## config.mk

```make
export PLATFORM = sky130hd
export DESIGN_NAME = vga_sync_receiver
export DESIGN_NICKNAME = d
export VERILOG_FILES = /design/src/rtl/vga_sync_receiver.sv
export SDC_FILE = /design/constraint.sdc
export NUM_CORES = 1
export LEC_CHECK = 0
export BUFFER_PORTS_ARGS = -buffer_cell sky130_fd_sc_hd__buf_4
export CAP_MARGIN = 20
export CORE_AREA = 3 3 114 116
export DETAILED_ROUTE_END_ITERATION = 8
export DIE_AREA = 0 0 117 119
export REMOVE_ABC_BUFFERS = 1
export SYNTH_ARGS = -nofsm -noshare
export SYNTH_HDL_FRONTEND = slang
export SYNTH_SLANG_ARGS = --single-unit
```

## constraint.sdc

```tcl
create_clock -name clk -period 3.32 [get_ports clk]
set_input_delay 0.83 -clock clk [delete_from_list [all_inputs] [get_ports clk]]
set_output_delay 0.83 -clock clk [all_outputs]
set_load 0.005 [all_outputs]
```

## src/rtl/vga_sync_receiver.sv

```systemverilog
// -----------------------------------------------------------------------------
// vga_sync_receiver
//
// Receive-side monitor for a VGA timing stream sampled in the sys_clk domain.
// Detects hSync/vSync falling edges, checks the line period and the frame
// length, locks onto the stream, regenerates pixel/line counters and counts
// timing errors seen while locked.
//
// Optional feature: define PIXEL_CRC_EN to build the per-frame pixel checksum
// on frameSum. Without it frameSum is tied to 0 and bright/rgb are unused.
//
// Ports:
//   clk        system clock (sys_clk)
//   reset      asynchronous, active-high reset
//   hSync      horizontal sync, active-low
//   vSync      vertical sync, active-low
//   bright     active-video flag
//   rgb        pixel colour {R,G,B}, 4 bits each
//   locked     high while the receiver is LOCKED
//   hCountRx   regenerated pixel index
//   vCountRx   regenerated line index
//   frameDone  one-cycle pulse on each good frame end while LOCKED
//   lineErr    one-cycle pulse on a timing error in LOCKING or LOCKED
//   errCount   saturating count of errors seen in LOCKED
//   frameSum   per-frame pixel checksum (PIXEL_CRC_EN only)
// -----------------------------------------------------------------------------
module vga_sync_receiver #(
   parameter int H_TOTAL     = 800,
   parameter int V_TOTAL     = 525,
   parameter int CLK_PER_PIX = 4,
   parameter int LOCK_FRAMES = 2
) (
   input  logic        clk,
   input  logic        reset,
   input  logic        hSync,
   input  logic        vSync,
   input  logic        bright,
   input  logic [11:0] rgb,
   output logic        locked,
   output logic [9:0]  hCountRx,
   output logic [9:0]  vCountRx,
   output logic        frameDone,
   output logic        lineErr,
   output logic [7:0]  errCount,
   output logic [15:0] frameSum
);

   localparam int LINE_CLKS = H_TOTAL * CLK_PER_PIX;
   localparam int PD_W      = (CLK_PER_PIX > 1) ? $clog2(CLK_PER_PIX) : 1;

   typedef enum logic [1:0] {SEARCH, LOCKING, LOCKED} state_t;

   state_t            r_state;
   logic              r_hs_d, r_vs_d;
   logic [11:0]       r_clk_cnt;
   logic              r_have_prev;
   logic [9:0]        r_line_cnt;
   logic [PD_W-1:0]   r_pix_div;
   logic [9:0]        r_h_count, r_v_count;
   logic [7:0]        r_lock_cnt;
   logic              r_frame_bad;
   logic              r_locked, r_line_err, r_frame_done;
   logic [7:0]        r_err_count;

   logic              w_h_edge, w_v_edge;
   logic              w_line_bad, w_len_bad;
   logic [10:0]       w_frame_lines;

   assign w_h_edge = r_hs_d & ~hSync;
   assign w_v_edge = r_vs_d & ~vSync;

   // The line just ended is one clock longer than clkCnt shows, because the
   // counter is cleared on the edge cycle itself.
   assign w_line_bad = w_h_edge && r_have_prev &&
                       (({1'b0, r_clk_cnt} + 13'd1) != 13'(LINE_CLKS));

   // A coincident hSync edge belongs to the frame that is ending.
   assign w_frame_lines = {1'b0, r_line_cnt} + {10'd0, w_h_edge};
   assign w_len_bad     = (w_frame_lines != 11'(V_TOTAL));

   // Edge registers and the free-running timing counters.
   always_ff @(posedge clk or posedge reset) begin
      if (reset) begin
         r_hs_d     <= 1'b0;
         r_vs_d     <= 1'b0;
         r_clk_cnt  <= '0;
         r_line_cnt <= '0;
         r_pix_div  <= '0;
         r_h_count  <= '0;
         r_v_count  <= '0;
      end else begin
         r_hs_d <= hSync;
         r_vs_d <= vSync;

         if (w_h_edge)
            r_clk_cnt <= '0;
         else if (r_clk_cnt != 12'hFFF)
            r_clk_cnt <= r_clk_cnt + 12'd1;

         if (w_v_edge)
            r_line_cnt <= '0;
         else if (w_h_edge && (r_line_cnt != 10'h3FF))
            r_line_cnt <= r_line_cnt + 10'd1;

         if (w_h_edge) begin
            r_pix_div <= '0;
            r_h_count <= '0;
         end else if (r_pix_div == PD_W'(CLK_PER_PIX - 1)) begin
            r_pix_div <= '0;
            r_h_count <= (r_h_count == 10'(H_TOTAL - 1)) ? 10'd0 : r_h_count + 10'd1;
         end else begin
            r_pix_div <= r_pix_div + 1'b1;
         end

         // vSync edge wins over a coincident line increment.
         if (w_v_edge)
            r_v_count <= '0;
         else if (w_h_edge)
            r_v_count <= (r_v_count == 10'(V_TOTAL - 1)) ? 10'd0 : r_v_count + 10'd1;
      end
   end

   // Lock state machine with registered status outputs.
   always_ff @(posedge clk or posedge reset) begin
      if (reset) begin
         r_state      <= SEARCH;
         r_lock_cnt   <= '0;
         r_have_prev  <= 1'b0;
         r_frame_bad  <= 1'b0;
         r_locked     <= 1'b0;
         r_line_err   <= 1'b0;
         r_frame_done <= 1'b0;
         r_err_count  <= '0;
      end else begin
         r_line_err   <= 1'b0;
         r_frame_done <= 1'b0;
         if (w_h_edge)
            r_have_prev <= 1'b1;
         if (w_v_edge)
            r_frame_bad <= 1'b0;
         else if ((r_state == LOCKING) && w_line_bad)
            r_frame_bad <= 1'b1;

         case (r_state)
            SEARCH: begin
               r_locked <= 1'b0;
               if (w_v_edge) begin
                  r_state    <= LOCKING;
                  r_lock_cnt <= '0;
               end
            end
            LOCKING: begin
               r_locked <= 1'b0;
               if (w_line_bad || (w_v_edge && w_len_bad))
                  r_line_err <= 1'b1;
               if (w_v_edge) begin
                  if (w_line_bad || w_len_bad || r_frame_bad) begin
                     r_state     <= SEARCH;
                     r_have_prev <= 1'b0;
                  end else if ((r_lock_cnt + 8'd1) == 8'(LOCK_FRAMES)) begin
                     r_state  <= LOCKED;
                     r_locked <= 1'b1;
                  end else begin
                     r_lock_cnt <= r_lock_cnt + 8'd1;
                  end
               end
            end
            LOCKED: begin
               if (w_line_bad || (w_v_edge && w_len_bad)) begin
                  r_line_err  <= 1'b1;
                  r_state     <= SEARCH;
                  r_have_prev <= 1'b0;
                  r_locked    <= 1'b0;
                  if (r_err_count != 8'hFF)
                     r_err_count <= r_err_count + 8'd1;
               end else begin
                  r_locked <= 1'b1;
                  if (w_v_edge)
                     r_frame_done <= 1'b1;
               end
            end
            default: begin
               r_state  <= SEARCH;
               r_locked <= 1'b0;
            end
         endcase
      end
   end

`ifdef PIXEL_CRC_EN
   logic [15:0] r_frame_acc, r_frame_sum;
   logic [15:0] w_pix_add;

   // One sample per pixel: take rgb on the first sys_clk of each pixel.
   assign w_pix_add = (bright && (r_pix_div == '0)) ? {4'd0, rgb} : 16'd0;

   always_ff @(posedge clk or posedge reset) begin
      if (reset) begin
         r_frame_acc <= '0;
         r_frame_sum <= '0;
      end else if (w_v_edge) begin
         r_frame_sum <= r_frame_acc + w_pix_add;
         r_frame_acc <= '0;
      end else begin
         r_frame_acc <= r_frame_acc + w_pix_add;
      end
   end

   assign frameSum = r_frame_sum;
`else
   logic w_unused_pix;
   assign w_unused_pix = ^{bright, rgb};
   assign frameSum     = 16'd0;
`endif

   assign locked    = r_locked;
   assign hCountRx  = r_h_count;
   assign vCountRx  = r_v_count;
   assign frameDone = r_frame_done;
   assign lineErr   = r_line_err;
   assign errCount  = r_err_count;

endmodule

```

==> results of run 1 <==
## worst min-delay path by stage
stage,endpoint,slack (ps),cells past startpoint,from
after global routing,r_pix_div[0]$_DFF_PP0_,470,1,r_pix_div[0]$_DFF_PP0_
final,r_pix_div[0]$_DFF_PP0_,440,1,r_pix_div[0]$_DFF_PP0_
after CTS,r_pix_div[0]$_DFF_PP0_,440,1,r_pix_div[0]$_DFF_PP0_
after global placement,r_pix_div[0]$_DFF_PP0_,430,1,r_pix_div[0]$_DFF_PP0_
after detailed placement,r_pix_div[0]$_DFF_PP0_,430,1,r_pix_div[0]$_DFF_PP0_
after floorplan,r_pix_div[0]$_DFF_PP0_,410,1,r_pix_div[0]$_DFF_PP0_
## through the flow
stage | TNS, ps | std cells | utilization, %
final | 0 | 659 | 40.1
after global routing | 0 | 659 | 40.1
after global placement | -958 | 643 | 37.6
after CTS | 0 | 659 | 40.1
after detailed placement | -1360 | 643 | 37.6
after floorplan | -3190 | 450 | -
## timing repair
| action | CTS | global route |
|---|---|---|
| endpoints found under the hold margin | 0 | 0 |
| endpoints found under the setup margin | 0 | 8 |
| resized for setup | 0 | 2 |
## area by class of cell
class,count,share of cell area (%)
Inverter,15,1.17
Multi-Input combinational cell,366,45.6
Clock buffer,10,4.75
Clock inverter,6,1.32
Sequential cell,69,35.8
Tap cell,147,3.82
Timing Repair Buffer,46,7.50
## registers in the layout, indices dropped and copies added (netlist names)
| signal | flops |
|---|---|
| locked | 1 |
| r_vs_d | 1 |
| r_state | 2 |
| lineErr | 1 |
| r_frame_bad | 1 |
| r_hs_d | 1 |
| r_have_prev | 1 |
| r_pix_div | 2 |
| frameDone | 1 |
| vCountRx | 10 |
| errCount | 8 |
| r_line_cnt | 10 |
| hCountRx | 10 |
| r_clk_cnt | 12 |
| r_lock_cnt | 8 |
## power breakdown
group	internal, mW	leakage (nW)	total (mW)	switching, mW
clock	0.580	0.138	0.946	0.366
sequential	0.948	0.904	1.11	0.161
combinational	0.227	1.05	0.518	0.291
total	1.75	2.10	2.57	0.818
## metal layers
metal	up-vias	GRT usage (%)	wire (um)
li1	1740	-	-
met1	1657	19.0	4300
met2	70	20.4	4050
met3	10	3.20	364
met4	0	4.37	93
met5	-	0	0
## kinds of logic (layout without fill, tap and decap cells)
logic type,Yosys count,after routing,synth area share (%)
DFF,69,69,42.0
and+or+nand+nor,206,206,25.8
adders and majority gates,14,14,4.26
buffers and inverters,45,77,5.94
muxes,5,5,1.28
other,1,16,0.0913
AOI/OAI and AO/OA,102,102,15.7
xor gates and xnor gates,23,23,4.90
## synth_stat cells (all sizes together) (2+ instances only)
master | n | area, sq um
or3 | 8 | 50.1
mux2 | 2 | 22.5
clkbuf | 8 | 30.0
nand4 | 13 | 87.6
a21boi | 3 | 22.5
ha | 14 | 175
xor2 | 12 | 105
o2bb2ai | 2 | 17.5
nor3 | 16 | 85.1
o31ai | 4 | 30.0
and4 | 6 | 55.1
nor2 | 41 | 154
nand3b | 4 | 30.0
nor2b | 4 | 25.0
a21oi | 25 | 125
buf | 22 | 158
a211oi | 5 | 37.5
dfrtp | 69 | 1730
mux2i | 3 | 30.0
and3 | 8 | 50.1
nand2 | 52 | 195
o41ai | 2 | 17.5
nand2b | 6 | 37.5
nor4 | 8 | 71.3
xnor2 | 11 | 96.3
inv | 14 | 52.6
nand3 | 30 | 150
o21ai | 32 | 160
a31oi | 8 | 50.1
a41o | 2 | 20.0
o211ai | 2 | 15.0
a211o | 5 | 43.8
and2 | 7 | 43.8
==> impl_results.md, run 1 <==
- Final hold vios: 0
- Post-synthesis sequential area ratio: 42.0%
- Die Ht: 119 um
- Buf/Inv on CP: 3
- Post-Place Cell Area: 4520 sq um
- Worst vdd ir: 0.248 mV
- Full die area: 13900 sq um
- Num rows: 40
- Worst min-delay path class: reg -> reg
- Most common cell after layout, fill and taps aside: dfrtp_1
- Worst EP required: 3530 ps
- Worst R2R Start: r_clk_cnt[0]$_DFFE_PP0P_
- Synthesis-to-finish area growth: 17.3%
- Synth Warn #: 0
- Pre-Repair DR Iteration Count: 4
- Area of the multi-input gates: 2200 sq um
- Synth Instances: 465
- Worst-path fanout max: 11
- Avg Inst Size Synth: 8.84 sq um
- Pre-CTS WS: -192 ps
- ANT nets after route: 0
- Startpoint Class: primary input
- I/O pins: 64
- Largest net degree at the start of global routing: 39
- Crit-path cells: buf_4 > nand2b_1 > clkinv_1 > ha_2 > ha_1 > nand3_1 > a211o_1 > o2bb2ai_1 > or3_1 > nor4_4 > buf_6 > a21oi_1 > a211o_1
- Routed len/inst: 13.4 um
- Number of global-route vias before repair: 3280
- Hold-fix buffers, CTS: 0
- Post-CTS setup buffer count: 0
- Dominant synthesized flop cell: dfrtp_1
- Crit Path Class: in -> reg
- Non-Filler Cell Area, Final: 4820 sq um
- Reg area: 1730 sq um
- Number of synthesized flops with an enable pin: 0
- Leakage: 2.10 nW
- Part of the cycle the worst path needs: 92.7%
- Crit path max-delay cell type: or3_1
- R2r endpoint: r_lock_cnt[7]$_DFFE_PP0P_
- Yosys reg bits: 69
- IO Port Bufs: 34
- Outcome: finished clean
- Filler instances: 1204
- Mapped Area: 4110 sq um
- Worst-Skew Late Latency: 330 ps
- Most frequent cells in the layout: dfrtp_1, nand2_1, buf_4
- Number of diodes: 0
- Setup Viol. Count Final: 0
- DRC Markers: 0
- Worst setup path endpoint: r_lock_cnt[7]$_DFFE_PP0P_
- Root Buffer: clkbuf_16
- Placeable Area: 12000 sq um
- Unique masters post-synth: 59
- Biggest cell delay along the critical path: 440 ps
- Final Max Slew Viols: 0
- CTS tree: yes
- Most frequent CP cell: a211o_1
- Clk buf depth: 2
- Critical Path Stages: 13
- CP endpoint kind: flip-flop
- Ratio of cells with drive above 1 in the final layout: 14.3%
- Critical path launch point: hSync
- Skew final: 5.53 ps
- Worst Hold Slack: 438 ps
- Via density: 5.28
- Worst Reg-to-Reg Cells: 9
- Rel. slew slack: 40.8%
- Layout Nets: 538
- Final HPWL DP: 6.29 mm
- Worst Slack Setup Final: 243 ps
- Clock-pin slew on the worst setup and hold paths: 60 ps
- Pwr dens: 534 nW/um^2
- Total gr overflow: 0
- Starting DRT DRC Count: 231
- First-pass GRT wire length: 15.6 mm
- Asr flop ratio synth: 100%
- Fmax: 0.325 GHz
- Unrepaired setup endpoints after global routing: no
- Starting density of the core: 34.2%
- Overall routed net length: 8.80 mm
- Power after layout: 2.57 mW
- Total CTS buffers: 9
- CP arrival: 3290 ps
- Initial antenna violation count: 0
- Total GRT Usage: 13.5%
- Number of H-tree levels: 3
- Max-capacitance violation count: 0
- Placer Congestion: 0.866
- Least-Margin Pin Slew: 877 ps
- Minimum clock period: 3080 ps
- Via count: 3477
- Flop2flop setup slack: 500 ps
- Clock Sink Count: 69
- Worst path top cell family by delay: simple AND/OR/NAND/NOR gates
- Die width: 117 um
No activity file was read; power rests on OpenSTA's default activity.
==> run 2, diff against run 1 <==
==> constraint.sdc (replaced) <==
create_clock -name clk -period 3.32 [get_ports clk]
set_input_delay 0 -clock clk [delete_from_list [all_inputs] [get_ports clk]]
set_output_delay 0 -clock clk [all_outputs]
set_load 0.005 [all_outputs]
==> impl_results.md, run 2 (synthesis results as in run 1) <==
- Starting density of the core: 34.2% (unchanged)
- Area of the multi-input gates: 2190 sq um (-0.11%)
- I/O pins: 64 (unchanged)
- Unrepaired setup endpoints after global routing: no
- Power after layout: 2.56 mW (-0.50%)
- Num rows: 40 (unchanged)
- Non-Filler Cell Area, Final: 4780 sq um (-0.70%)
- Leakage: 2.08 nW (-0.89%)
- Worst R2R Start: r_line_cnt[0]$_DFFE_PP0P_
- Startpoint Class: primary input
- Fin cells: 656 (-0.46%)
- Initial antenna violation count: 0 (unchanged)
- Synthesis-to-finish area growth: 16.4%
- Starting DRT DRC Count: 255 (+10%)
- ANT nets after route: 0 (unchanged)
- Max-capacitance violation count: 0 (unchanged)
- Most common cell after layout, fill and taps aside: dfrtp_1
- Number of diodes: 0 (unchanged)
- Outcome: finished clean
- Crit-path cells: dlygate4sd3_1 > buf_4 > nand2b_1 > clkinv_1 > ha_1 > ha_1 > nand3_1 > a211o_1 > o2bb2ai_1 > or3_1 > nor4_4 > buf_4 > a21oi_1 > a311o_1
- Number of global-route vias before repair: 3217 (-1.9%)
- Pre-Repair DR Iteration Count: 5 (+1)
- Largest net degree at the start of global routing: 48 (+23%)
- CTS tree: yes
- Worst EP required: 3530 ps (about the same)
- Die Ht: 119 um (unchanged)
- Placeable Area: 12000 sq um (unchanged)
- Rel. slew slack: 42.8% (+2.0 points)
- Number of H-tree levels: 3 (unchanged)
- CP arrival: 3180 ps (-110 ps)
- First-pass GRT wire length: 15.1 mm (-2.9%)
- Worst-Skew Late Latency: 330 ps (about the same)
- Reg area: 1730 sq um (unchanged)
- Biggest register: r_clk_cnt
- Worst-path fanout max: 16 (+5)
- Most frequent cells in the layout: dfrtp_1, nand2_1, nor2_1
- Least-Margin Pin Slew: 847 ps (-29.6 ps)
- Final core occ: 39.8% (-0.28 points)
- Biggest cell delay along the critical path: 530 ps (+90 ps)
- Part of the cycle the worst path needs: 89.5% (-3.2 points)
- Final hold vios: 0 (unchanged)
- Clk buf depth: 2 (unchanged)
- Root Buffer: clkbuf_16
- Final Max Slew Viols: 0 (unchanged)
- Crit path max-delay cell type: dlygate4sd3_1
- Setup Viol. Count Final: 0 (unchanged)
- Routed len/inst: 13.2 um (-1.2%)
- Pwr dens: 535 nW/um^2 (+0.20%)
- Post-Place Cell Area: 4460 sq um (-1.3%)
- Full die area: 13900 sq um (unchanged)
- Hold-fix buffers, CTS: 3 (+3)
- Total GRT Usage: 13.2% (-0.36 points)
- CP endpoint kind: flip-flop
- Critical path launch point: hSync
- Placer Congestion: 0.882 (+1.9%)
- Setup TNS: 0 ps (unchanged)
- Minimum clock period: 2970 ps (-106 ps)
- Total gr overflow: 0 (unchanged)
- Ratio of cells with drive above 1 in the final layout: 13.0% (-1.3 points)
- Skew final: 3.30 ps (-2.24 ps)
- Via density: 5.23 (-0.87%)
- Worst vdd ir: 0.194 mV (-22%)
- Fmax: 0.337 GHz (+3.6%)
- Filler instances: 1190 (-1.2%)
- Crit Path Class: in -> reg
- DRC Markers: 0 (unchanged)
- Worst min-delay path class: in -> async
- Max reg flops: 12 (unchanged)
- Placed instance count: 637 (-0.93%)
- Die width: 117 um (unchanged)
- Clock Sink Count: 69 (unchanged)
- Layout Nets: 535 (-0.56%)
- IO Port Bufs: 34 (unchanged)
- Via count: 3431 (-1.3%)
- PostCTS Resize Cnt: 0 (unchanged)
- Clock-pin slew on the worst setup and hold paths: 50 ps (about the same)
- Total CTS buffers: 9 (unchanged)
- Post-CTS setup buffer count: 0 (unchanged)
- Overall routed net length: 8.66 mm (-1.6%)
- Final HPWL DP: 6.21 mm (-1.3%)
[run 2: changes by cell type in the layout (fill, tap and decap cells not counted)]
cell	previous run	this run
buf_12	1	0
buf_4	44	40
buf_6	1	0
dlygate4sd3_1	0	3
ha_1	13	14
ha_2	1	0
[run 2: power by group]
part           switching (mW)  internal, mW
clock                   0.349         0.579
sequential              0.164         0.948
combinational           0.292         0.227
total                   0.806          1.75
[run 2: per-stage QoR]
| stage | setup slack, ps | hold slack (ps) |
|---|---|---|
| final | 349 | 255 |
| after global routing | 229 | 320 |
| after CTS | 364 | 270 |
| after detailed placement | 474 | 69.0 |
| after global placement | 532 | 56.1 |
| after floorplan | 53.3 | 31.4 |
[run 2: path summary, 6_finish.rpt]
check / end / slack [ps] / depth (start not counted)
max: r_lock_cnt[2]$_DFFE_PP0P_ / 350 / 14
min: r_clk_cnt[6]$_DFFE_PP0P_ / 260 / 3
max reg2reg: r_lock_cnt[2]$_DFFE_PP0P_ / 440 / 10
min reg2reg: r_pix_div[0]$_DFF_PP0_ / 440 / 1
max in group asynchronous: r_lock_cnt[0]$_DFFE_PP0P_ / 2110 / 4
min in group clk: r_vs_d$_DFF_PP0_ / 340 / 2
[run 2: area by class of cell]
class                   count  share of cell area [%]
flip-flops and latches     69                    36.1
multi-input cells         366                    45.9
inverters                  15                    1.18
clock buffers              10                    4.79
repair buffers             43                    6.90
clock inverters             6                    1.33
well taps                 147                    3.84
[run 2: worst max-delay path: cells and delay by family]
family / cells / cell delay (ps)
simple gates: 4 / 930
fa+ha+maj: 2 / 440
buf+inv: 4 / 990
compound gates: 4 / 820
[run 2: routing by layer]
layer	vias up	track usage (%)	wire (um)
li1	1728	-	-
met1	1635	17.9	4200
met2	54	20.4	4050
met3	14	2.95	280
met4	0	4.80	127
met5	-	0	0
